[src/rtl/spi_storage_responder_if.sv]
// Bundles the SPI pins and the word-wide backing-memory port of spi_storage_responder.
// The slave modport is the responder's view; master is the environment's view.
interface spi_storage_responder_if #(
  parameter int MEM_AW = 22
);
  logic              spi_cs_n;
  logic              spi_sck;
  logic              spi_mosi;
  logic              spi_miso;
  logic              mem_req;
  logic              mem_we;
  logic [MEM_AW-1:0] mem_addr;
  logic [31:0]       mem_wdata;
  logic [31:0]       mem_rdata;

  modport slave (
    input  spi_cs_n, spi_sck, spi_mosi, mem_rdata,
    output spi_miso, mem_req, mem_we, mem_addr, mem_wdata
  );

  modport master (
    output spi_cs_n, spi_sck, spi_mosi, mem_rdata,
    input  spi_miso, mem_req, mem_we, mem_addr, mem_wdata
  );
endinterface

[src/rtl/spi_storage_responder.sv]
// SPI mode-0 responder bridging 0x03 (read) / 0x02 (write) commands with a
// 24-bit byte address onto a 32-bit word memory port, with auto-incrementing bursts.
module spi_storage_responder #(
  parameter int SCK_MIN_DIV = 16,
  parameter int MEM_AW      = 22
) (
  input  logic                           clk,
  input  logic                           rst,
  spi_storage_responder_if.slave         bus,
  output logic                           busy,
  output logic                           cmd_err
);

  // Sync (3 clk) plus fetch (2 clk) plus the output flop must fit in one SCK half period.
  if (SCK_MIN_DIV < 12 || MEM_AW < 2 || MEM_AW > 22) begin : g_bad_params
    $error("spi_storage_responder: unsupported SCK_MIN_DIV or MEM_AW");
  end

  typedef enum logic [2:0] {
    S_IDLE   = 3'd0,
    S_CMD    = 3'd1,
    S_ADDR   = 3'd2,
    S_FETCH  = 3'd3,
    S_READ   = 3'd4,
    S_WRITE  = 3'd5,
    S_IGNORE = 3'd6
  } state_t;

  localparam logic [MEM_AW-1:0] ADDR_ONE = {{(MEM_AW-1){1'b0}}, 1'b1};

  logic [2:0]        cs_sync_q, sck_sync_q;
  logic [1:0]        mosi_sync_q;
  state_t            state_q, state_d;
  logic [4:0]        bit_cnt_q, bit_cnt_d;
  logic [31:0]       rx_q, rx_d;
  logic [31:0]       tx_q, tx_d;
  logic              is_read_q, is_read_d;
  logic              fetch_ph_q, fetch_ph_d;
  logic [MEM_AW-1:0] word_addr_q, word_addr_d;
  logic              mem_req_q, mem_req_d;
  logic              mem_we_q, mem_we_d;
  logic [MEM_AW-1:0] mem_addr_q, mem_addr_d;
  logic [31:0]       mem_wdata_q, mem_wdata_d;
  logic              busy_q, busy_d;
  logic              cmd_err_q, cmd_err_d;

  logic cs_rise_s, cs_fall_s, sck_rise_s, sck_fall_s, mosi_s;

  assign cs_rise_s  =  cs_sync_q[1]  & ~cs_sync_q[2];
  assign cs_fall_s  = ~cs_sync_q[1]  &  cs_sync_q[2];
  assign sck_rise_s =  sck_sync_q[1] & ~sck_sync_q[2];
  assign sck_fall_s = ~sck_sync_q[1] &  sck_sync_q[2];
  assign mosi_s     =  mosi_sync_q[1];

  // Next-state, shifter and memory-port logic.
  always_comb begin
    state_d     = state_q;
    bit_cnt_d   = bit_cnt_q;
    rx_d        = rx_q;
    tx_d        = 32'd0;
    is_read_d   = is_read_q;
    fetch_ph_d  = fetch_ph_q;
    word_addr_d = word_addr_q;
    mem_req_d   = 1'b0;
    mem_we_d    = 1'b0;
    mem_addr_d  = mem_addr_q;
    mem_wdata_d = mem_wdata_q;
    cmd_err_d   = 1'b0;

    if (cs_rise_s) begin
      // Deselect wins over any SCK edge seen in the same cycle.
      state_d   = S_IDLE;
      cmd_err_d = (state_q == S_WRITE) && (bit_cnt_q != 5'd0);
    end else begin
      case (state_q)
        S_IDLE: begin
          if (cs_fall_s) begin
            state_d   = S_CMD;
            bit_cnt_d = 5'd0;
          end else begin
            state_d   = S_IDLE;
          end
        end
        S_CMD: begin
          if (sck_rise_s) begin
            rx_d = {rx_q[30:0], mosi_s};
            if (bit_cnt_q == 5'd7) begin
              bit_cnt_d = 5'd0;
              if ((rx_d[7:0] == 8'h03) || (rx_d[7:0] == 8'h02)) begin
                state_d   = S_ADDR;
                is_read_d = (rx_d[7:0] == 8'h03);
              end else begin
                state_d   = S_IGNORE;
                cmd_err_d = 1'b1;
              end
            end else begin
              bit_cnt_d = bit_cnt_q + 5'd1;
            end
          end else begin
            rx_d = rx_q;
          end
        end
        S_ADDR: begin
          if (sck_rise_s) begin
            rx_d = {rx_q[30:0], mosi_s};
            if (bit_cnt_q == 5'd23) begin
              bit_cnt_d   = 5'd0;
              word_addr_d = rx_d[MEM_AW+1:2];
              if (is_read_q) begin
                state_d    = S_FETCH;
                fetch_ph_d = 1'b0;
                mem_req_d  = 1'b1;
                mem_addr_d = rx_d[MEM_AW+1:2];
              end else begin
                state_d    = S_WRITE;
              end
            end else begin
              bit_cnt_d = bit_cnt_q + 5'd1;
            end
          end else begin
            rx_d = rx_q;
          end
        end
        S_FETCH: begin
          if (fetch_ph_q == 1'b0) begin
            fetch_ph_d = 1'b1;
          end else begin
            tx_d      = bus.mem_rdata;
            bit_cnt_d = 5'd0;
            state_d   = S_READ;
          end
        end
        S_READ: begin
          if (sck_rise_s) begin
            if (bit_cnt_q == 5'd31) begin
              state_d     = S_FETCH;
              fetch_ph_d  = 1'b0;
              bit_cnt_d   = 5'd0;
              word_addr_d = word_addr_q + ADDR_ONE;
              mem_req_d   = 1'b1;
              mem_addr_d  = word_addr_q + ADDR_ONE;
            end else begin
              bit_cnt_d = bit_cnt_q + 5'd1;
              tx_d      = tx_q;
            end
          end else if (sck_fall_s && (bit_cnt_q != 5'd0)) begin
            // The fall right after a load keeps bit 31 on the line.
            tx_d = {tx_q[30:0], 1'b0};
          end else begin
            tx_d = tx_q;
          end
        end
        S_WRITE: begin
          if (sck_rise_s) begin
            rx_d = {rx_q[30:0], mosi_s};
            if (bit_cnt_q == 5'd31) begin
              bit_cnt_d   = 5'd0;
              mem_req_d   = 1'b1;
              mem_we_d    = 1'b1;
              mem_wdata_d = rx_d;
              mem_addr_d  = word_addr_q;
              word_addr_d = word_addr_q + ADDR_ONE;
            end else begin
              bit_cnt_d = bit_cnt_q + 5'd1;
            end
          end else begin
            rx_d = rx_q;
          end
        end
        S_IGNORE: begin
          state_d = S_IGNORE;
        end
        default: begin
          state_d = S_IDLE;
        end
      endcase
    end

    busy_d = (state_d != S_IDLE);
  end

  // Synchronizers and all state / output registers.
  always_ff @(posedge clk) begin
    if (rst) begin
      cs_sync_q   <= 3'd0;
      sck_sync_q  <= 3'd0;
      mosi_sync_q <= 2'd0;
      state_q     <= S_IDLE;
      bit_cnt_q   <= 5'd0;
      rx_q        <= 32'd0;
      tx_q        <= 32'd0;
      is_read_q   <= 1'b0;
      fetch_ph_q  <= 1'b0;
      word_addr_q <= {MEM_AW{1'b0}};
      mem_req_q   <= 1'b0;
      mem_we_q    <= 1'b0;
      mem_addr_q  <= {MEM_AW{1'b0}};
      mem_wdata_q <= 32'd0;
      busy_q      <= 1'b0;
      cmd_err_q   <= 1'b0;
    end else begin
      cs_sync_q   <= {cs_sync_q[1:0], bus.spi_cs_n};
      sck_sync_q  <= {sck_sync_q[1:0], bus.spi_sck};
      mosi_sync_q <= {mosi_sync_q[0], bus.spi_mosi};
      state_q     <= state_d;
      bit_cnt_q   <= bit_cnt_d;
      rx_q        <= rx_d;
      tx_q        <= tx_d;
      is_read_q   <= is_read_d;
      fetch_ph_q  <= fetch_ph_d;
      word_addr_q <= word_addr_d;
      mem_req_q   <= mem_req_d;
      mem_we_q    <= mem_we_d;
      mem_addr_q  <= mem_addr_d;
      mem_wdata_q <= mem_wdata_d;
      busy_q      <= busy_d;
      cmd_err_q   <= cmd_err_d;
    end
  end

  // MISO is bit 31 of the transmit shifter, which is held at zero outside READ.
  assign bus.spi_miso  = tx_q[31];
  assign bus.mem_req   = mem_req_q;
  assign bus.mem_we    = mem_we_q;
  assign bus.mem_addr  = mem_addr_q;
  assign bus.mem_wdata = mem_wdata_q;
  assign busy          = busy_q;
  assign cmd_err       = cmd_err_q;

endmodule

[src/flat_wrapper.sv]
// flat-port wrapper written by rule: the top's interface ports become plain ports
module spi_storage_responder_flat 
#(
  parameter int SCK_MIN_DIV = 16,
  parameter int MEM_AW      = 22
)
  (clk, rst, busy, cmd_err, bus_spi_cs_n, bus_spi_sck, bus_spi_mosi, bus_mem_rdata, bus_spi_miso, bus_mem_req, bus_mem_we, bus_mem_addr, bus_mem_wdata);
  spi_storage_responder_if #(.MEM_AW(MEM_AW)) bus_i ();
  input  logic clk;
  input  logic rst;
  output logic busy;
  output logic cmd_err;
  input wire logic [$bits(bus_i.spi_cs_n)-1:0] bus_spi_cs_n;
  input wire logic [$bits(bus_i.spi_sck)-1:0] bus_spi_sck;
  input wire logic [$bits(bus_i.spi_mosi)-1:0] bus_spi_mosi;
  input wire logic [$bits(bus_i.mem_rdata)-1:0] bus_mem_rdata;
  output wire logic [$bits(bus_i.spi_miso)-1:0] bus_spi_miso;
  output wire logic [$bits(bus_i.mem_req)-1:0] bus_mem_req;
  output wire logic [$bits(bus_i.mem_we)-1:0] bus_mem_we;
  output wire logic [$bits(bus_i.mem_addr)-1:0] bus_mem_addr;
  output wire logic [$bits(bus_i.mem_wdata)-1:0] bus_mem_wdata;
  assign bus_i.spi_cs_n = bus_spi_cs_n;
  assign bus_i.spi_sck = bus_spi_sck;
  assign bus_i.spi_mosi = bus_spi_mosi;
  assign bus_i.mem_rdata = bus_mem_rdata;
  assign bus_spi_miso = bus_i.spi_miso;
  assign bus_mem_req = bus_i.mem_req;
  assign bus_mem_we = bus_i.mem_we;
  assign bus_mem_addr = bus_i.mem_addr;
  assign bus_mem_wdata = bus_i.mem_wdata;
  spi_storage_responder #(.SCK_MIN_DIV(SCK_MIN_DIV), .MEM_AW(MEM_AW)) u_core (.clk(clk), .rst(rst), .bus(bus_i), .busy(busy), .cmd_err(cmd_err));
endmodule
[config.mk]
export PLATFORM = sky130hd
export DESIGN_NAME = spi_storage_responder_flat
export DESIGN_NICKNAME = d
export VERILOG_FILES = /design/src/rtl/spi_storage_responder_if.sv /design/src/rtl/spi_storage_responder.sv /design/src/flat_wrapper.sv
export SDC_FILE = /design/constraint.sdc
export NUM_CORES = 1
export LEC_CHECK = 0
export ABC_AREA = 1
export CAP_MARGIN = 40
export CORE_MARGIN = 2
export CORE_UTILIZATION = 45
export DETAILED_ROUTE_END_ITERATION = 16
export PLACE_DENSITY = 0.64
export REMOVE_ABC_BUFFERS = 1
export SLEW_MARGIN = 10
export SYNTH_ARGS = -nofsm -noshare
export SYNTH_HDL_FRONTEND = slang
export SYNTH_SLANG_ARGS = --single-unit
export TNS_END_PERCENT = 50
[constraint.sdc]
create_clock -name clk -period 3 [get_ports clk]
set_input_delay 0.45 -clock clk [delete_from_list [all_inputs] [get_ports clk]]
set_output_delay 0.45 -clock clk [all_outputs]
set_load 0.02 [all_outputs]
Word-level counts from Yosys, hierarchy flattened
Index checks and enable logic that the tools add are counted.
{ "totals": {"reg_bits": 161, "output_inout_bits": 59, "wordCells": 129, "inputBits": 37} }
{ "op_classes": {"eq_ne": 25, "n_mux": 54, "reduce_logical": 22, "bitwise_logic": 10, "addsub": 2} }
{ "ops": {"columns": ["operator", "count"], "rows": [
  ["$mux W22", 9],
  ["$mux W32", 4],
  ["$pmux W22 S3", 1],
  ["$pmux W32 S2", 1],
  ["$pmux W22 S2", 1],
  ["$mux W5", 8],
  ["$mux W3", 10],
  ["$pmux W5 S5", 1],
  ["$add A22 B1 Y22 const B", 1],
  ["$ne A2 B1 Y1 const B", 11],
  ["$pmux W3 S7", 1],
  ["$eq A8 B2 Y1 const B", 2],
  ["$mux W1", 16],
  ["$reduce_and A7 Y1", 2],
  ["$eq A5 B5 Y1 const B", 2],
  ["$reduce_bool A5 Y1", 2],
  ["$eq A3 B3 Y1 const B", 3],
  ["$reduce_and A9 Y1", 1],
  ["$reduce_bool A3 Y1", 3],
  ["$eq A3 B2 Y1 const B", 2],
  ["$not A1 Y1", 6],
  ["$reduce_and A6 Y1", 1],
  ["$reduce_or A3 Y1", 2],
  ["$add A5 B1 Y5 const B", 1],
  ["17 further kinds", 22]
]} }

Depth between registers and ports, before layout
{ "depth": {"word_depth": 8, "ltp_mapped": 13, "mapped_depth_nobuf": 13} }

Worst setup path after synthesis
OpenSTA, ideal clock, no wires.
{ "synth_timing": {"kind": "flip-flop to flip-flop", "from": "reg u_core.bit_cnt_q[0]", "to": "reg u_core.mem_wdata_q[14], in the netlist u_core.bus.mem_wdata[14]", "path_buffers": 2, "path_stages_with_launch": 12, "setup_ns": 0.120, "synth_period_minus_slack_ns": 1.975, "t_arrival_ns": 1.855, "setup_slack_ns": 1.025, "required_ns": 2.880, "cell_sequence": "dfxtp_1 > ha_1 > nand2_1 > nor2_1 > ha_1 > inv_1 > nor2_1 > nand3_2 > inv_2 > buf_2 > buf_2 > a21oi_1"} }
{ "synth_between": {"elab_chain_len": 2} }
{ "synth_lines": {"columns": ["item", "line", "source"], "rows": [
  ["from (decl)", "spi_storage_responder.sv:34", "logic [4:0] bit_cnt_q, bit_cnt_d;"],
  ["from (signal assigned)", "spi_storage_responder.sv:206", "bit_cnt_q <= bit_cnt_d;"],
  ["$eq A5 B5 Y1", "spi_storage_responder.sv:156", "if (bit_cnt_q == 5'd31) begin"],
  ["$reduce_and A4 Y1 (no source line)", null, null],
  ["to (signal assigned)", "spi_storage_responder.sv:215", "mem_wdata_q <= mem_wdata_d;"],
  ["to (decl)", "spi_storage_responder.sv:43", "logic [31:0] mem_wdata_q, mem_wdata_d;"]
]} }
Every way passes these cells.
A chain may end at the register's enable or synchronous reset.

Final worst setup path
{ "layout_timing": {"from": "reg u_core.bit_cnt_q[1]", "to": "reg u_core.mem_addr_q[3], in the netlist u_core.bus.mem_addr[3]"} }
{ "layout_between": {"elab_chain_len": 3, "word_cells_on_any_way": 6, "classes_between": "eq/ne: 5; reduce/logical: 1"} }
{ "layout_lines": {"columns": ["item", "line", "source"], "rows": [
  ["$eq A5 B5 Y1, on equally long branches", "spi_storage_responder.sv:135, spi_storage_responder.sv:156, spi_storage_responder.sv:106", null],
  ["$ne A2 B2 Y1 (no source line) / $ne A2 B1 Y1 (equally long branches)", null, null],
  ["$reduce_and A9 Y1 (no source line) (*)", null, null],
  ["to (signal assigned)", "spi_storage_responder.sv:197", "mem_addr_q <= {MEM_AW{1'b0}};"],
  ["to (signal assigned)", "spi_storage_responder.sv:214", "mem_addr_q <= mem_addr_d;"],
  ["to (decl)", "spi_storage_responder.sv:42", "logic [MEM_AW-1:0] mem_addr_q, mem_addr_d;"]
]} }
Mark *: on every way between the ends. The rest lies on a longest branch, timed or not.

==> impl_metrics.py <==
metrics = {
    "sta": {
        "timing.final.ws_setup_ns": 0.629,
        "maxSlewViolCount": 0,
        "rsz0062_at_grt": "no",
        "final.setup.tns_ns": 0,
        "max-slew-margin-rel_pct": 58.0,
        "setup_violations": 0,
        "post-route-period-util_pct": 79.0,
        "hold_viol_final": 0,
        "timing.final.crit_period_ns": 2.37,
        "worstMarginPinSlew_ns": 0.630,
        "fmaxAchievable_ghz": 0.422,
        "fin_worst_skew_ns": 0.00602,
    },
    "cts": {
        "clkTransAtPathRegs_ns": 0.07,
        "clock_tree.root_cell": "clkbuf_16",
        "clkSinkCount": 161,
        "cts_buffer_depth": 2,
        "htreeDepth": 4,
        "cts_buffers": 17,
        "clkLatencyLatePin_ns": 0.42,
        "cts_resized": 0,
        "cts_tree": "built",
        "hold_buffers": 0,
        "cts_setup_buffers": 0,
    },
    "grt": {
        "grt_start_max_net_pins": 61,
        "antenna_found_initial": 0,
        "grt_use_total_pct": 23.2,
        "grt_overflow": 0,
        "grt_pass1_wl_um": 34400,
        "grt_pass1_vias": 6957,
    },
    "yosys": {
        "synth.cell_area_sq_um": 7870,
        "ys.flop_type": "dfxtp_1",
        "yosysMostFrequentCell": "nand2_1",
        "synthCells": 1213,
        "avgSynthCellArea_sq_um": 6.49,
        "yosysUniqueCellTypes": 30,
        "async_reset_ff_share_pct": 0,
        "seq_area_frac_synth_pct": 40.9,
        "yosys-top-cells-count": "341 x nand2_1, 196 x nor2_1, 161 x dfxtp_1",
        "synth_top_area_share_pct": 40.9,
        "synth_edf_count": 0,
        "synth_warnings": 0,
        "synth_area_leaders": "dfxtp_1 41%, nand2_1 16%, nor2_1 9.3%",
        "synth_top_cell_by_area": "dfxtp_1",
        "ys_ff_latch": 161,
    },
    "route": {
        "ant_nets": 0,
        "vias_per_cell": 5.02,
        "wl_per_cell_um": 13.7,
        "vias": 7603,
        "drt-pass1-iter-count": 5,
        "dr.first_iter.drc_count": 481,
        "drc": 0,
        "wirelength_um": 20800,
    },
    "power_and_ir_drop": {
        "powerDensity_nw_per_um2": 467,
        "p_leak_nw": 3.90,
        "ir_drop_uv": 388,
    },
    "layout": {
        "fillerInstances": 1760,
        "diodes": 0,
        "drive_gt1_share_pct": 6.59,
        "fin_nets": 1318,
        "area_delta_synth_final_pct": 20.3,
        "layout.cells.non_filler": 1515,
        "stdcell_area_sq_um": 9470,
    },
    "min_path": {
        "hold_end": "u_core.sck_sync_q[1]",
        "worstHoldPathType": "register to register",
        "whs_path_depth": 2,
        "hp-start": "u_core.sck_sync_q[0]",
    },
    "floorplan": {
        "core_sq_um": 17200,
        "rows": 48,
        "start_util_pct": 45.8,
        "die-width_um": 136,
        "die_h_um": 136,
        "design.die.area_sq_um": 18600,
        "ios": 96,
    },
    "placed_design": {
        "port_buffers": 95,
        "place_area_sq_um": 8900,
        "hpwl_um": 14000,
        "place_congestion": 0.888,
        "pre_cts_slack_ns": 0.609,
        "dp.cells": 1483,
    },
    "critical_path": {
        "end_kind": "register",
        "timing.rr.end": "u_core.bus.mem_addr[3]",
        "reg2reg_slack_ns": 0.63,
        "crit_path_start_kind": "register",
        "critPathArrivalTime_ns": 2.69,
        "path_max_fanout": 37,
        "crit_required_ns": 3.32,
        "r2r_cells": 13,
        "reg2reg_from": "u_core.bit_cnt_q[1]",
        "critPathKind": "register to register",
    },
    "run_status": {
        "status": "finished clean",
    },
    "run": {
        "drv_cap": 0,
    },
}
stage by stage:
step	utilization (%)	total power, mW	hold slack (ns)
after floorplan	-	2.27	0.388
after global placement	51.8	2.35	0.389
after detailed placement	51.8	2.35	0.396
after CTS	55.1	4.46	0.406
after global routing	55.1	4.57	0.419
final	55.1	4.42	0.403
sequential cells by signal, summed over array words and instances, names as in the netlist, 2 cells and up:
| name | flops |
|---|---|
| u_core.bit_cnt_q | 5 |
| u_core.state_q | 3 |
| u_core.cs_sync_q | 3 |
| u_core.bus.mem_addr | 22 |
| u_core.mosi_sync_q | 2 |
| u_core.bus.mem_wdata | 32 |
| u_core.tx_q | 32 |
| u_core.word_addr_q | 22 |
| u_core.rx_q | 31 |
| u_core.sck_sync_q | 3 |
how the worst max path moves through the flow:
stage | startpoint | end | depth (start not counted)
6_report | u_core.bit_cnt_q[1] | u_core.bus.mem_addr[3] | 13
4_1_cts | u_core.bit_cnt_q[1] | u_core.bus.mem_addr[3] | 13
3_3_place_gp | u_core.bit_cnt_q[1] | u_core.bus.mem_addr[0] | 13
5_1_grt | u_core.bit_cnt_q[1] | u_core.bus.mem_addr[4] | 13
2_1_floorplan | u_core.state_q[0] | u_core.tx_q[0] | 9
3_5_place_dp | u_core.bit_cnt_q[1] | u_core.bus.mem_addr[3] | 13
per-layer routing:
metal  up-vias  routed length, um  share of wire (%)  global-route usage, %
li1       4002                  -                  -                      -
met1      3418              10200                 49                   31.4
met2       156               9590                 46                   38.1
met3        27                705                3.4                   3.47
met4         0                330                1.6                   7.12
met5         -                  0                  0                      0
kinds of logic after synthesis:
logic type	after synthesis	share of synthesized area (%)
and+or+nand+nor	668	34.9
AOI/OAI and AO/OA	214	14.4
buffers and inverters	164	8.95
DFF	161	40.9
adders and majority gates	4	0.636
xor gates and xnor gates	2	0.223
worst max-delay path, stage by stage (launching register included):
cell and delay, ns:
dfxtp_1 0.39, ha_1 0.22, nand2_1 0.09, nor2_1 0.12, ha_1 0.23, inv_1 0.11, nor2_1 0.26, nand2_2 0.10
nand2_2 0.11, nand2_4 0.24, inv_2 0.22, nand2_1 0.07, nand2_1 0.06, nor2_1 0.04
cell type report:
type                            count  area [sq um]  area share [%]
Multi-Input combinational cell    888          3950            41.7
Sequential cell                   161          3220            34.0
Timing Repair Buffer              107          1070            11.3
Clock buffer                       19           443            4.68
Inverter                          102           383            4.04
Tap cell                          225           282            2.97
Clock inverter                     13           128            1.35
layout by cell type, fill, tap and decap left out, drive strengths merged, types with 4 or more instances in the layout:
cell type	netlist	layout
nor2	200	200
o21ai	94	94
o22ai	11	11
clkinv	1	5
nand2	350	350
inv	101	107
buf	32	12
clkdlybuf4s50	0	95
a21oi	105	105
clkbuf	30	19
ha	4	4
nand4	6	6
nand3	106	106
dfxtp	161	161
report_power, final:
part | switching (mW) | total (mW) | leakage, nW | internal [mW]
sequential | 0.00680 | 2.15 | 1.30 | 2.15
clock | 0.935 | 2.12 | 0.277 | 1.18
combinational | 0.0841 | 0.151 | 2.33 | 0.0667
No activity file was read; power rests on OpenSTA's default activity.
